`config.mk`:
```
export PLATFORM = sky130hd
export DESIGN_NAME = mem_ctrl_dma
export DESIGN_NICKNAME = d
export VERILOG_FILES = /design/src/rtl/mem_map_pkg.sv /design/src/rtl/async_mem.sv /design/src/rtl/oam_dma.sv /design/src/rtl/mem_ctrl_dma.sv
export SDC_FILE = /design/constraint.sdc
export NUM_CORES = 1
export LEC_CHECK = 0
export ABC_AREA = 0
export CAP_MARGIN = 25
export CORE_MARGIN = 2
export CORE_UTILIZATION = 47
export DETAILED_ROUTE_END_ITERATION = 12
export MAX_ROUTING_LAYER = met4
export PLACE_DENSITY = 0.67
export SYNTH_ARGS = -nofsm -noshare
export SYNTH_HDL_FRONTEND = slang
export SYNTH_SLANG_ARGS = --single-unit
```
`constraint.sdc`:
```
create_clock -name clock -period 3.5 [get_ports clock]
set_input_delay 0.525 -clock clock [delete_from_list [all_inputs] [get_ports clock]]
set_output_delay 0.525 -clock clock [all_outputs]
set_load 0.005 [all_outputs]
```
`src/rtl/mem_map_pkg.sv`:
```
// Game Boy CPU address map constants, decode regions and OAM DMA state encoding.
// Shared by the memory controller, the OAM DMA engine and the bench.
package mem_map_pkg;

  localparam logic [15:0] VramBase   = 16'h8000;
  localparam logic [15:0] VramLimit  = 16'h9FFF;
  localparam logic [15:0] OamBase    = 16'hFE00;
  localparam logic [15:0] OamLimit   = 16'hFE9F;
  localparam logic [15:0] HramBase   = 16'hFF80;
  localparam logic [15:0] JoypadReg  = 16'hFF00;
  localparam logic [15:0] TimerBase  = 16'hFF04;
  localparam logic [15:0] TimerLimit = 16'hFF07;
  localparam logic [15:0] IrqFlag    = 16'hFF0F;
  localparam logic [15:0] IrqEnable  = 16'hFFFF;
  localparam logic [15:0] SoundBase  = 16'hFF10;
  localparam logic [15:0] SoundLimit = 16'hFF3F;
  localparam logic [15:0] LcdBase    = 16'hFF40;
  localparam logic [15:0] LcdLimit   = 16'hFF4B;
  localparam logic [15:0] DmaReg     = 16'hFF46;
  localparam logic [15:0] BootReg    = 16'hFF50;

  typedef enum logic [1:0] {DmaIdle, DmaStart, DmaRead, DmaWrite} dma_state_e;

  typedef enum logic [3:0] {
    RegBoot, RegHram, RegDma, RegBootLatch, RegIrq, RegTimer,
    RegSound, RegJoypad, RegPpu, RegMain, RegNone
  } region_e;

  // Built-in boot image; synthesis flows substitute the file named by BOOT_ROM_FILE.
  function automatic logic [7:0] boot_rom_byte(logic [15:0] addr);
    return addr[7:0] ^ 8'hA5;
  endfunction

endpackage

```
`src/rtl/async_mem.sv`:
```
// Small RAM with synchronous write and combinational read; used for HRAM.
module async_mem #(
  parameter int unsigned DEPTH = 127,
  parameter int unsigned WIDTH = 8,
  parameter int unsigned AW    = (DEPTH > 1) ? $clog2(DEPTH) : 1
) (
  input  logic             clock,
  input  logic             we,
  input  logic [AW-1:0]    addr,
  input  logic [WIDTH-1:0] wdata,
  output logic [WIDTH-1:0] rdata
);

  logic [WIDTH-1:0] mem [DEPTH];

  always_ff @(posedge clock) begin
    if (we) mem[addr] <= wdata;
  end

  assign rdata = mem[addr];

endmodule

```
`src/rtl/oam_dma.sv`:
```
// OAM DMA engine: copies DMA_LEN bytes from {src,00} into FE00.. as READ/WRITE pairs.
module oam_dma
  import mem_map_pkg::*;
#(
  parameter int unsigned DMA_LEN = 160
) (
  input  logic        clock,
  input  logic        reset_n,
  input  logic        start,
  input  logic [7:0]  start_src,
  input  logic [7:0]  mem_data,
  input  logic [7:0]  ppu_data,
  output logic        active,
  output logic        rd_req,
  output logic        wr_req,
  output logic        src_vram,
  output logic [15:0] src_addr,
  output logic [15:0] dst_addr,
  output logic [7:0]  wr_data,
  output logic [7:0]  src
);

  localparam int unsigned IdxW = (DMA_LEN > 1) ? $clog2(DMA_LEN) : 1;
  localparam logic [IdxW-1:0] LastIdx = IdxW'(DMA_LEN - 1);

  dma_state_e      state_q, state_d;
  logic [IdxW-1:0] idx_q, idx_d;
  logic [7:0]      src_q, data_q, data_d, src_eff;

  // Echo RAM pages E0..FF alias C0..DF.
  assign src_eff  = (src_q >= 8'hE0) ? src_q - 8'h20 : src_q;
  assign src_addr = {src_eff, 8'h00} + 16'(idx_q);
  assign dst_addr = OamBase + 16'(idx_q);
  assign src_vram = (src_addr >= VramBase) && (src_addr <= VramLimit);

  always_comb begin
    state_d = state_q;
    idx_d   = idx_q;
    data_d  = data_q;
    case (state_q)
      DmaStart: state_d = DmaRead;
      DmaRead: begin
        data_d  = src_vram ? ppu_data : mem_data;
        state_d = DmaWrite;
      end
      DmaWrite: begin
        if (idx_q == LastIdx) begin
          state_d = DmaIdle;
        end else begin
          idx_d   = idx_q + 1'b1;
          state_d = DmaRead;
        end
      end
      default: ;
    endcase
    // A new FF46 write overrides whatever the transfer was about to do.
    if (start) begin
      state_d = DmaStart;
      idx_d   = '0;
    end
  end

  always_ff @(posedge clock or negedge reset_n) begin
    if (!reset_n) begin
      state_q <= DmaIdle;
      idx_q   <= '0;
      src_q   <= 8'h00;
      data_q  <= 8'h00;
    end else begin
      state_q <= state_d;
      idx_q   <= idx_d;
      data_q  <= data_d;
      if (start) src_q <= start_src;
    end
  end

  assign active  = (state_q != DmaIdle);
  assign rd_req  = (state_q == DmaRead);
  assign wr_req  = (state_q == DmaWrite);
  assign wr_data = data_q;
  assign src     = src_q;

endmodule

```
`src/rtl/mem_ctrl_dma.sv`:
```
// Game Boy CPU memory controller with OAM DMA at FF46 and boot-ROM latch at FF50.
// Optional MEM_DMA_LOCKOUT_EN: CPU confined to HRAM/FF46/FF50 while DMA runs.
module mem_ctrl_dma
  import mem_map_pkg::*;
#(
  parameter int unsigned HRAM_DEPTH    = 127,
  parameter int unsigned DMA_LEN       = 160,
  parameter int unsigned BOOT_ROM_SIZE = 256,
  parameter              BOOT_ROM_FILE = "data/boot.rom"
) (
  input  logic        clock,
  input  logic        reset_n,
  input  logic [15:0] A_cpu,
  input  logic [7:0]  Di_cpu,
  output logic [7:0]  Do_cpu,
  input  logic        rd_cpu_n,
  input  logic        wr_cpu_n,
  output logic [15:0] A,
  output logic [7:0]  Do,
  input  logic [7:0]  Di,
  output logic        rd_n,
  output logic        wr_n,
  output logic        cs_n,
  output logic [15:0] A_ppu,
  output logic [7:0]  Do_ppu,
  input  logic [7:0]  Di_ppu,
  output logic        rd_ppu_n,
  output logic        wr_ppu_n,
  output logic        cs_ppu,
  input  logic [7:0]  Do_interrupt,
  input  logic [7:0]  Do_timer,
  input  logic [7:0]  Do_sound,
  input  logic [7:0]  Do_joypad,
  output logic        cs_interrupt,
  output logic        cs_timer,
  output logic        cs_sound,
  output logic        cs_joypad,
  output logic        dma_active
);

  localparam int unsigned HramAw = (HRAM_DEPTH > 1) ? $clog2(HRAM_DEPTH) : 1;

  region_e        region;
  logic           boot_en_q;
  logic [7:0]     hram_rdata, dma_src, dma_data;
  logic [15:0]    dma_src_addr, dma_dst_addr;
  logic           dma_rd, dma_wr, dma_vram, main_busy, ppu_busy, cpu_blocked;
  logic           unused_boot_file;

  assign unused_boot_file = ^BOOT_ROM_FILE;

  always_comb begin
    region = RegNone;
    if (boot_en_q && (32'(A_cpu) < BOOT_ROM_SIZE))                          region = RegBoot;
    else if (A_cpu >= HramBase && 32'(A_cpu) < 32'(HramBase) + HRAM_DEPTH) region = RegHram;
    else if (A_cpu == DmaReg)                                              region = RegDma;
    else if (A_cpu == BootReg)                                             region = RegBootLatch;
    else if (A_cpu == IrqFlag || A_cpu == IrqEnable)                       region = RegIrq;
    else if (A_cpu >= TimerBase && A_cpu <= TimerLimit)                    region = RegTimer;
    else if (A_cpu >= SoundBase && A_cpu <= SoundLimit)                    region = RegSound;
    else if (A_cpu == JoypadReg)                                           region = RegJoypad;
    else if ((A_cpu >= VramBase && A_cpu <= VramLimit) ||
             (A_cpu >= OamBase && A_cpu <= OamLimit) ||
             (A_cpu >= LcdBase && A_cpu <= LcdLimit))                      region = RegPpu;
    else if (A_cpu < OamBase)                                              region = RegMain;
  end

  always_ff @(posedge clock or negedge reset_n) begin
    if (!reset_n) begin
      boot_en_q <= 1'b1;
    end else if (region == RegBootLatch && !wr_cpu_n && Di_cpu[0]) begin
      boot_en_q <= 1'b0;
    end
  end

  async_mem #(.DEPTH(HRAM_DEPTH), .WIDTH(8), .AW(HramAw)) u_hram (
    .clock (clock),
    .we    (region == RegHram && !wr_cpu_n),
    .addr  (HramAw'(A_cpu - HramBase)),
    .wdata (Di_cpu),
    .rdata (hram_rdata)
  );

  oam_dma #(.DMA_LEN(DMA_LEN)) u_dma (
    .clock     (clock),
    .reset_n   (reset_n),
    .start     (region == RegDma && !wr_cpu_n),
    .start_src (Di_cpu),
    .mem_data  (Di),
    .ppu_data  (Di_ppu),
    .active    (dma_active),
    .rd_req    (dma_rd),
    .wr_req    (dma_wr),
    .src_vram  (dma_vram),
    .src_addr  (dma_src_addr),
    .dst_addr  (dma_dst_addr),
    .wr_data   (dma_data),
    .src       (dma_src)
  );

  assign main_busy = dma_rd && !dma_vram;
  assign ppu_busy  = (dma_rd && dma_vram) || dma_wr;

  always_comb begin
    A            = A_cpu;
    Do           = Di_cpu;
    rd_n         = rd_cpu_n;
    wr_n         = wr_cpu_n;
    cs_n         = (region != RegMain);
    A_ppu        = A_cpu;
    Do_ppu       = Di_cpu;
    rd_ppu_n     = rd_cpu_n;
    wr_ppu_n     = wr_cpu_n;
    cs_ppu       = (region == RegPpu);
    cs_interrupt = (region == RegIrq);
    cs_timer     = (region == RegTimer);
    cs_sound     = (region == RegSound);
    cs_joypad    = (region == RegJoypad);
`ifdef MEM_DMA_LOCKOUT_EN
    cpu_blocked = dma_active && !(region inside {RegHram, RegDma, RegBootLatch});
    if (dma_active) begin
      {rd_n, wr_n, cs_n, rd_ppu_n, wr_ppu_n} = 5'b11111;
      {cs_ppu, cs_interrupt, cs_timer, cs_sound, cs_joypad} = 5'b00000;
    end
`else
    cpu_blocked = 1'b0;
`endif
    if (main_busy) begin
      A    = dma_src_addr;
      rd_n = 1'b0;
      wr_n = 1'b1;
      cs_n = 1'b0;
    end
    if (dma_rd && dma_vram) begin
      A_ppu    = dma_src_addr;
      rd_ppu_n = 1'b0;
      wr_ppu_n = 1'b1;
      cs_ppu   = 1'b1;
    end
    if (dma_wr) begin
      A_ppu    = dma_dst_addr;
      Do_ppu   = dma_data;
      rd_ppu_n = 1'b1;
      wr_ppu_n = 1'b0;
      cs_ppu   = 1'b1;
    end
  end

  always_comb begin
    Do_cpu = 8'hFF;
    case (region)
      RegBoot:      Do_cpu = boot_rom_byte(A_cpu);
      RegHram:      Do_cpu = hram_rdata;
      RegDma:       Do_cpu = dma_src;
      RegBootLatch: Do_cpu = {7'h7F, ~boot_en_q};
      RegIrq:       Do_cpu = Do_interrupt;
      RegTimer:     Do_cpu = Do_timer;
      RegSound:     Do_cpu = Do_sound;
      RegJoypad:    Do_cpu = Do_joypad;
      RegPpu:       Do_cpu = Di_ppu;
      RegMain:      Do_cpu = Di;
      default:      Do_cpu = 8'hFF;
    endcase
    // The port the DMA is using this cycle is not visible to the CPU.
    if (cpu_blocked || (main_busy && region == RegMain) || (ppu_busy && region == RegPpu)) begin
      Do_cpu = 8'hFF;
    end
  end

endmodule

```
==> results.md, run 1 <==
* Hold slack at a little under 300 ps
* Core ar. at around 0.09 sq mm
* Violated checks: setup timing
* Clk root buf: clkbuf_16
* PD cells at 502.3 mW/mm^2
* Vias in the first global route at roughly 29000
* Die area at 0.09261 sq mm
* R2R setup slack at around 1200 ps
* Clock Latency Late Sink at slightly below 700 ps
* WL met2 at between 60 and 70 mm
* Longest Clk Path Bufs at 3
* Critical path peak fanout at 13
* CTS tree: built
* LEAKAGE at ~19 nW
* Mapped Nets at about 2700
* Crit start category: input pin
* CP required at just under 3000 ps
* Sw Ratio at between 20% and 30%
* Hold Violations, Final at 0
* Post-DR wirelength/cell at around 33 microns
* Dpl hpwl at around 100 mm
* Final Util at between 60% and 70%
* Post-synthesis cell count at about 2700
* Hold Startpoint: Di_cpu[5]
* Boundary Pins at around 140
* Largest net degree at the start of global routing at ~130
* Grt ovf at 0
* Async set-reset flop share out of synthesis at 2.589%
* Mapped Area at ~0.042 sq mm
* Worst EP arrival at ~3200 ps
* Register clock-pin slew on the reported worst setup and hold paths at about 60 ps
* Post-Route Skew at approximately 14 ps
* Syn-to-layout area delta at 29.12%
* RSZ-0062 raised after global routing: yes
* Overall Global Routing Usage at 32.93%
* Top post-synthesis cells by area: edfxtp_1 72%, mux2_2 4.0%, mux2i_1 2.6%
* Yosys Warn Count at 0
* Final slew viol count at 0
* WS Path Type: in -> out
* Top cell type's share of synthesized area at roughly 72%
* Worst slew pin tran at about 1000 ps
* Hold-critical path depth at 1
* Antenna-violating nets left at 0
* Fraction of layout cells with a size suffix above 1 at between 30% and 40%
* Initial antenna violation count at 2
* Worst r2r src: u_dma.src[5]
* RePlAce Congestion at between 1 and 1.5
* NumNets Final at 3457
* Cell area after layout at 0.05473 sq mm
* Total CTS buffers at between 100 and 150
* Synthesized flop and latch total at around 1000
* Top FF cell, synth: edfxtp_1
* Initial DRC count at approximately 5000
* Post-synth top cells: 1016 x edfxtp_1, 230 x nor2_1, 158 x o22ai_1
* EDFF count, synth at 1016
* CTS H-tree depth at 3
* Clock sink count at approximately 1000
* Psw at 6.155 mW
* Fmax at ~0.27 GHz
* Reg power frac at 50.0%
* HP Class: in -> reg
* Seq/Total Area, Yosys at about three quarters
* Yosys top cell by area: edfxtp_1
* Final setup viols at 7
* Highest metal layer with signal wires: met4
* Vias per cell at between 6 and 7
* Row count at 110
* Crit Reg-Reg Endpoint: u_dma.wr_data[7]
* # fillers at roughly 6500
* Die height at about 300 microns
* WL met1 at roughly 54 mm
* Residual DRC at 0
* Clock share of power at 41.8%
* CP max stage delay at between 400 and 500 ps
* Status: finished with violations
* Relative slew slack at 32.49%
* Global-route wire length before repair at approximately 210 mm
* Die W at 304.3 microns
* Worst path cell trace: buf_16 > buf_12 > bufbuf_16 > mux2_2 > o22ai_1 > o311a_1 > nor2_1 > nand4_1 > a2111oi_4 > buf_4 > nand4bb_1 > buf_2
* Peak VDD IR at 0.0004197 V
* Max-Cap Viols at 0
* Int Pwr at 21.33 mW
* DR vias at ~30000
* Initial core utilization at a little under half
* Worst R2R Path Depth at 10
* Critical Path End Type: output pin
* Synth cell types at 82
* Final setup margin at -179.4 ps
* Detailed Route WL at approximately 150 mm
* Most common cell in the synthesized netlist: edfxtp_1
* Number of port buffers at approximately 140
* Setup WS pre-CTS at -1339 ps
* Placed cell area at roughly 0.05 sq mm
* Fin crit share at 105.1%
* Router iterations before antenna repair at 6
* Met3 Wirelength at 18.57 mm
* Logic pwr share at about 8%
* Min cycle time layout at ~3700 ps
* Hold endpoint: u_hram.mem[83][5]
* Total power at between 20 and 30 mW
* Average size of a mapped cell at 15.98 sq um
* Crit path max-delay cell type: a2111oi_4
==> metrics by stage <==
step / instances / setup TNS, ps
6_report: 4639 / -392.4
5_1_grt: 4637 / -683.1
4_1_cts: 4613 / -251.2
3_5_place_dp: 4390 / -7572
3_3_place_gp: 4390 / -7215
2_1_floorplan: 2652 / 0
==> cells by family (layout without fill, tap and decap cells) <==
logic type               after synthesis  after routing  synth area share [%]
flip-flops                          1043           1043                 73.57
buffers and inverters                214           1021                 2.769
XOR/XNOR                               7              7                0.1446
AO/OA/AOI/OAI                        604            604                 9.968
adder cells (fa/ha/maj)                3              3               0.08856
other                                  0              3                     0
AND/OR/NAND/NOR                      494            495                 5.390
multiplexers                         287            287                 8.073
==> worst max-delay path by stage <==
stage	cells past startpoint	to	slack [ps]	start
detailed placement	13	Do_cpu[4]	-1340	A_cpu[0]
global placement	13	Do_cpu[4]	-1330	A_cpu[0]
finish	12	Do_cpu[4]	-180	A_cpu[0]
CTS	12	Do_cpu[4]	-130	A_cpu[0]
global route	14	Do_cpu[0]	-280	A_cpu[0]
floorplan	9	Do_cpu[5]	550	A_cpu[6]
==> cell usage in the layout (no fill, tap or decap), types with 9 or more instances in the layout <==
cell type	n
mux4_2	29
nand4_1	21
clkdlybuf4s50_1	98
bufinv_16	16
a2bb2oi_1	13
o21ai_1	9
a211o_1	10
o221ai_1	84
dfrtp_1	26
buf_12	67
buf_8	9
a21oi_1	68
nor2b_1	19
buf_4	556
o21ai_0	68
nand2_1	97
o22a_1	16
mux2i_1	105
buf_6	47
o211ai_1	12
nor2_1	222
clkbuf_1	22
clkinv_2	20
o22ai_1	147
clkbuf_16	103
inv_1	14
edfxtp_1	1016
o22ai_2	11
a222oi_1	12
clkinv_1	13
nand3_1	21
dlygate4sd2_1	15
nor3_1	13
mux2_2	146
a211oi_1	19
==> sequential cells by signal (all words and copies together) (netlist names) <==
name           count
boot_en_q          1
u_dma.state_q      2
u_hram.mem      1016
u_dma.idx_q        8
u_dma.src          8
u_dma.wr_data      8
==> critical path, delay by kind of cell <==
family	cells	cell delay (ps)
AOI/OAI and AO/OA	3	870
buffers and inverters	5	910
muxes	1	230
and+or+nand+nor	3	580
==> metal layers <==
| layer | track usage, % | vias up |
|---|---|---|
| li1 | - | 12113 |
| met4 | 15.43 | 0 |
| met1 | 42.20 | 14867 |
| met5 | - | - |
| met3 | 6.741 | 468 |
| met2 | 50.73 | 2492 |
==> power by group through the flow <==
stage / clock network (mW) / registers (mW) / logic, mW
5_1_grt: 12.0 / 13.8 / 2.30
2_1_floorplan: 0 / 14.0 / 0.754
3_5_place_dp: 0 / 14.0 / 1.99
6_report: 11.5 / 13.8 / 2.24
3_3_place_gp: 0 / 14.0 / 1.97
4_1_cts: 11.6 / 13.8 / 2.13
==> repair_timing <==
action / in CTS / in global routing
hold buffers: 1 / 0
pin swaps: 60 / 61
endpoints found under the hold margin: 26 / 0
gates cloned: 4 / 2
resized for setup: 252 / 101
endpoints found under the setup margin: 39 / 26
setup buffers: 34 / 26
==> layout make-up <==
type                       count  area [sq um]  share of cell area, %
antenna                        3         7.507                0.01372
sequential                  1043         31190                  56.98
inverter                      20         77.57                 0.1417
clock buffer                 129          2704                  4.940
multi-input combinational   1396         10890                  19.89
tap                         1176          1471                  2.688
timing repair buffer         815          7617                  13.92
clock inverter                57         783.3                  1.431
(Power assumes the default switching activity.)
==> run 2, diff against run 1 <==
- PLACE_DENSITY: 0.67 -> unset
- PLACE_DENSITY_LB_ADDON: unset -> 0.25
==> results.md, run 2 (synthesized netlist as in run 1, its figures left out) <==
* Worst path cell trace: buf_16 > buf_6 > inv_4 > bufbuf_16 > buf_4 > buf_4 > a211oi_1 > o21ai_0 > a21oi_1 > nor4_2 > buf_4 > nand4_1 > nand3_2 > buf_2
* Final setup TNS at -467.0 ps (-74.60 ps)
* R2R setup slack at 1380 ps (+160 ps)
* Relative slew slack at 30.67% (-1.8 points)
* # placed instances at 4324 (-1.5%)
* Peak VDD IR at 0.0004458 V (+6.2%)
* Vias per cell at 6.402 (-0.80%)
* Die area at 0.09261 sq mm (unchanged)
* Crit-path leading delay family: buffers and inverters
* Core ar. at 0.08974 sq mm (unchanged)
* Status: finished with violations
* Fin crit share at 105.4% (+0.26 points)
* Total CTS buffers at 105 (+2.9%)
* Int Pwr at 21.32 mW (about the same)
* Syn-to-layout area delta at 27.80%
* Boundary Pins at 143 (unchanged)
* Longest Clk Path Bufs at 3 (unchanged)
* Final setup margin at -188.7 ps (-9.213 ps)
* Global-route wire length before repair at 211.6 mm (-0.17%)
* Initial antenna violation count at 4 (+2)
* Clock sink count at 1043 (unchanged)
* Logic pwr share at 8.0% (-0.2 points)
* CP max stage delay at 480 ps (+30 ps)
* Crit path max-delay cell type: a21oi_1
* Overall Global Routing Usage at 32.89% (-0.043 points)
* Critical path peak fanout at 14 (+1)
* Clock share of power at 42.0% (+0.2 points)
* Min cycle time layout at 3689 ps (+9.213 ps)
* Worst r2r src: u_dma.idx_q[0]
* Critical Path End Type: output pin
* CTS H-tree depth at 3 (unchanged)
* Die height at 304.3 microns (unchanged)
* Hold Violations, Final at 0 (unchanged)
* Initial core utilization at 47.24% (unchanged)
* Post-DR wirelength/cell at 32.73 microns (+0.26%)
* Non-filler cells, final at 4603 (-0.78%)
* CP bufs+invs at 8 (+3)
* Crit path top cell by count: buf_4
* Psw at 6.193 mW (+0.61%)
* Fraction of layout cells with a size suffix above 1 at 32.29% (-2.0 points)
* Number of port buffers at 142 (unchanged)
* RSZ-0062 raised after global routing: yes
* HP Class: in -> async
* Commonest non-fill, non-tap cell in the layout: edfxtp_1
* Max FFs per register at 1016 (unchanged)
* Reg power frac at 50.0% (about the same)
* Residual DRC at 0 (unchanged)
* Grt ovf at 0 (unchanged)
* LEAKAGE at 18.75 nW (-1.5%)
* CP required at 2970 ps (about the same)
* Crit start category: input pin
* Fmax at 0.2711 GHz (-0.25%)
* WS Path Type: in -> out
* Vias in the first global route at 28761 (-1.3%)
* Sw Ratio at 22.51% (+0.12 points)
* Dpl hpwl at 99.56 mm (-2.6%)
* Crit path launch: A_cpu[1]
* Clock Latency Late Sink at 700 ps (about the same)
* Worst EP arrival at 3160 ps (about the same)
* RePlAce Congestion at 0.9903 (-1.4%)
* PD cells at 507.8 mW/mm^2 (+1.1%)
* Router iterations before antenna repair at 6 (unchanged)
* Max-Cap Viols at 0 (unchanged)
* Initial DRC count at 4348 (-14%)
* CTS tree: built
* Die W at 304.3 microns (unchanged)
* NumNets Final at 3414 (-1.2%)
* Row count at 110 (unchanged)
* Detailed Route WL at 150.6 mm (-0.52%)
* Worst slew pin tran at 1036 ps (+23.51 ps)
* Clk root buf: clkbuf_16
* Register clock-pin slew on the reported worst setup and hold paths at 60 ps (about the same)
* Violated checks: setup timing
* Antenna-violating nets left at 0 (unchanged)
* Post-Route Skew at 33.96 ps (+19.87 ps)
* Final slew viol count at 0 (unchanged)
* Largest reg by FF count: u_hram.mem
* Most frequent cells in the layout: 1016 x edfxtp_1, 534 x buf_4, 224 x nor2_1
* Largest net degree at the start of global routing at 129 (unchanged)
* DR vias at 29470 (-1.6%)
* Final setup viols at 4 (-3)
[run 2: cell count changes in the layout (fill, tap and decap cells not counted), sizes merged, moves of 2 or more]
cell,before,now
diode,3,5
clkinv,36,45
clkdlybuf4s50,98,100
buf,690,644
bufinv,16,14
[run 2: metal layers]
metal,global-route usage (%),wire [microns]
met1,42.30,55770
met4,14.43,7880
met2,50.26,69430
met5,-,0
met3,7.605,17560
[run 2: path summary, 6_finish.rpt]
path | depth (start not counted) | to
worst max-delay path | 14 | Do_cpu[0]
worst min-delay path | 2 | u_dma.src[5]
worst max register to register | 7 | u_dma.idx_q[7]
worst min register to register | 2 | u_dma.wr_data[5]
max in group asynchronous | 2 | boot_en_q
min in group clock | 1 | u_hram.mem[86][4]
[run 2: what timing repair did]
item                                   in CTS  in global routing
gates cloned                                6                  1
gates resized for setup                   190                 68
hold buffers                                0                  0
setup buffers                              51                 26
setup endpoints to repair                  41                 27
endpoints found under the hold margin       0                  0
pin swaps                                  49                 37
[run 2: power groups by stage]
stage	Sequential [mW]	Clock (mW)	Combinational [mW]
2_1_floorplan	14.0	0	0.754
3_3_place_gp	14.0	0	1.97
3_5_place_dp	14.0	0	1.99
4_1_cts	13.8	11.6	2.13
5_1_grt	13.8	12.1	2.28
6_report	13.8	11.5	2.21
[run 2: worst register-to-register path: cells and delay by family, from the launching register on]
| family | cells | cell delay [ps] |
|---|---|---|
| AND/OR/NAND/NOR | 4 | 650 |
| flip-flops | 1 | 450 |
| XOR/XNOR | 1 | 170 |
| adder cells (fa/ha/maj) | 1 | 290 |
| AO/OA/AOI/OAI | 1 | 460 |
[run 2: cell type report]
type                    count  area, sq um
clock inverters            64        764.5
clock buffers             130         2774
flip-flops and latches   1043        31190
well taps                1176         1471
multi-input cells        1395        10680
repair buffers            770         7204
diodes                      5        12.51
fillers                  6716        35560
inverters                  20        80.08
[run 2: stage by stage]
stage	setup WS (ps)	total power, mW	hold slack [ps]	util [%]	instance area (sq um)
after floorplan	553.7	14.76	229.4	-	42390
after global placement	-829.4	15.99	463.2	54.60	48990
after detailed placement	-799.6	16.01	470.1	54.60	48990
after CTS	-163.2	27.50	208.3	59.83	53690
after global routing	-211.6	28.12	227.7	60.37	54170
final	-188.7	27.51	238.3	60.37	54180
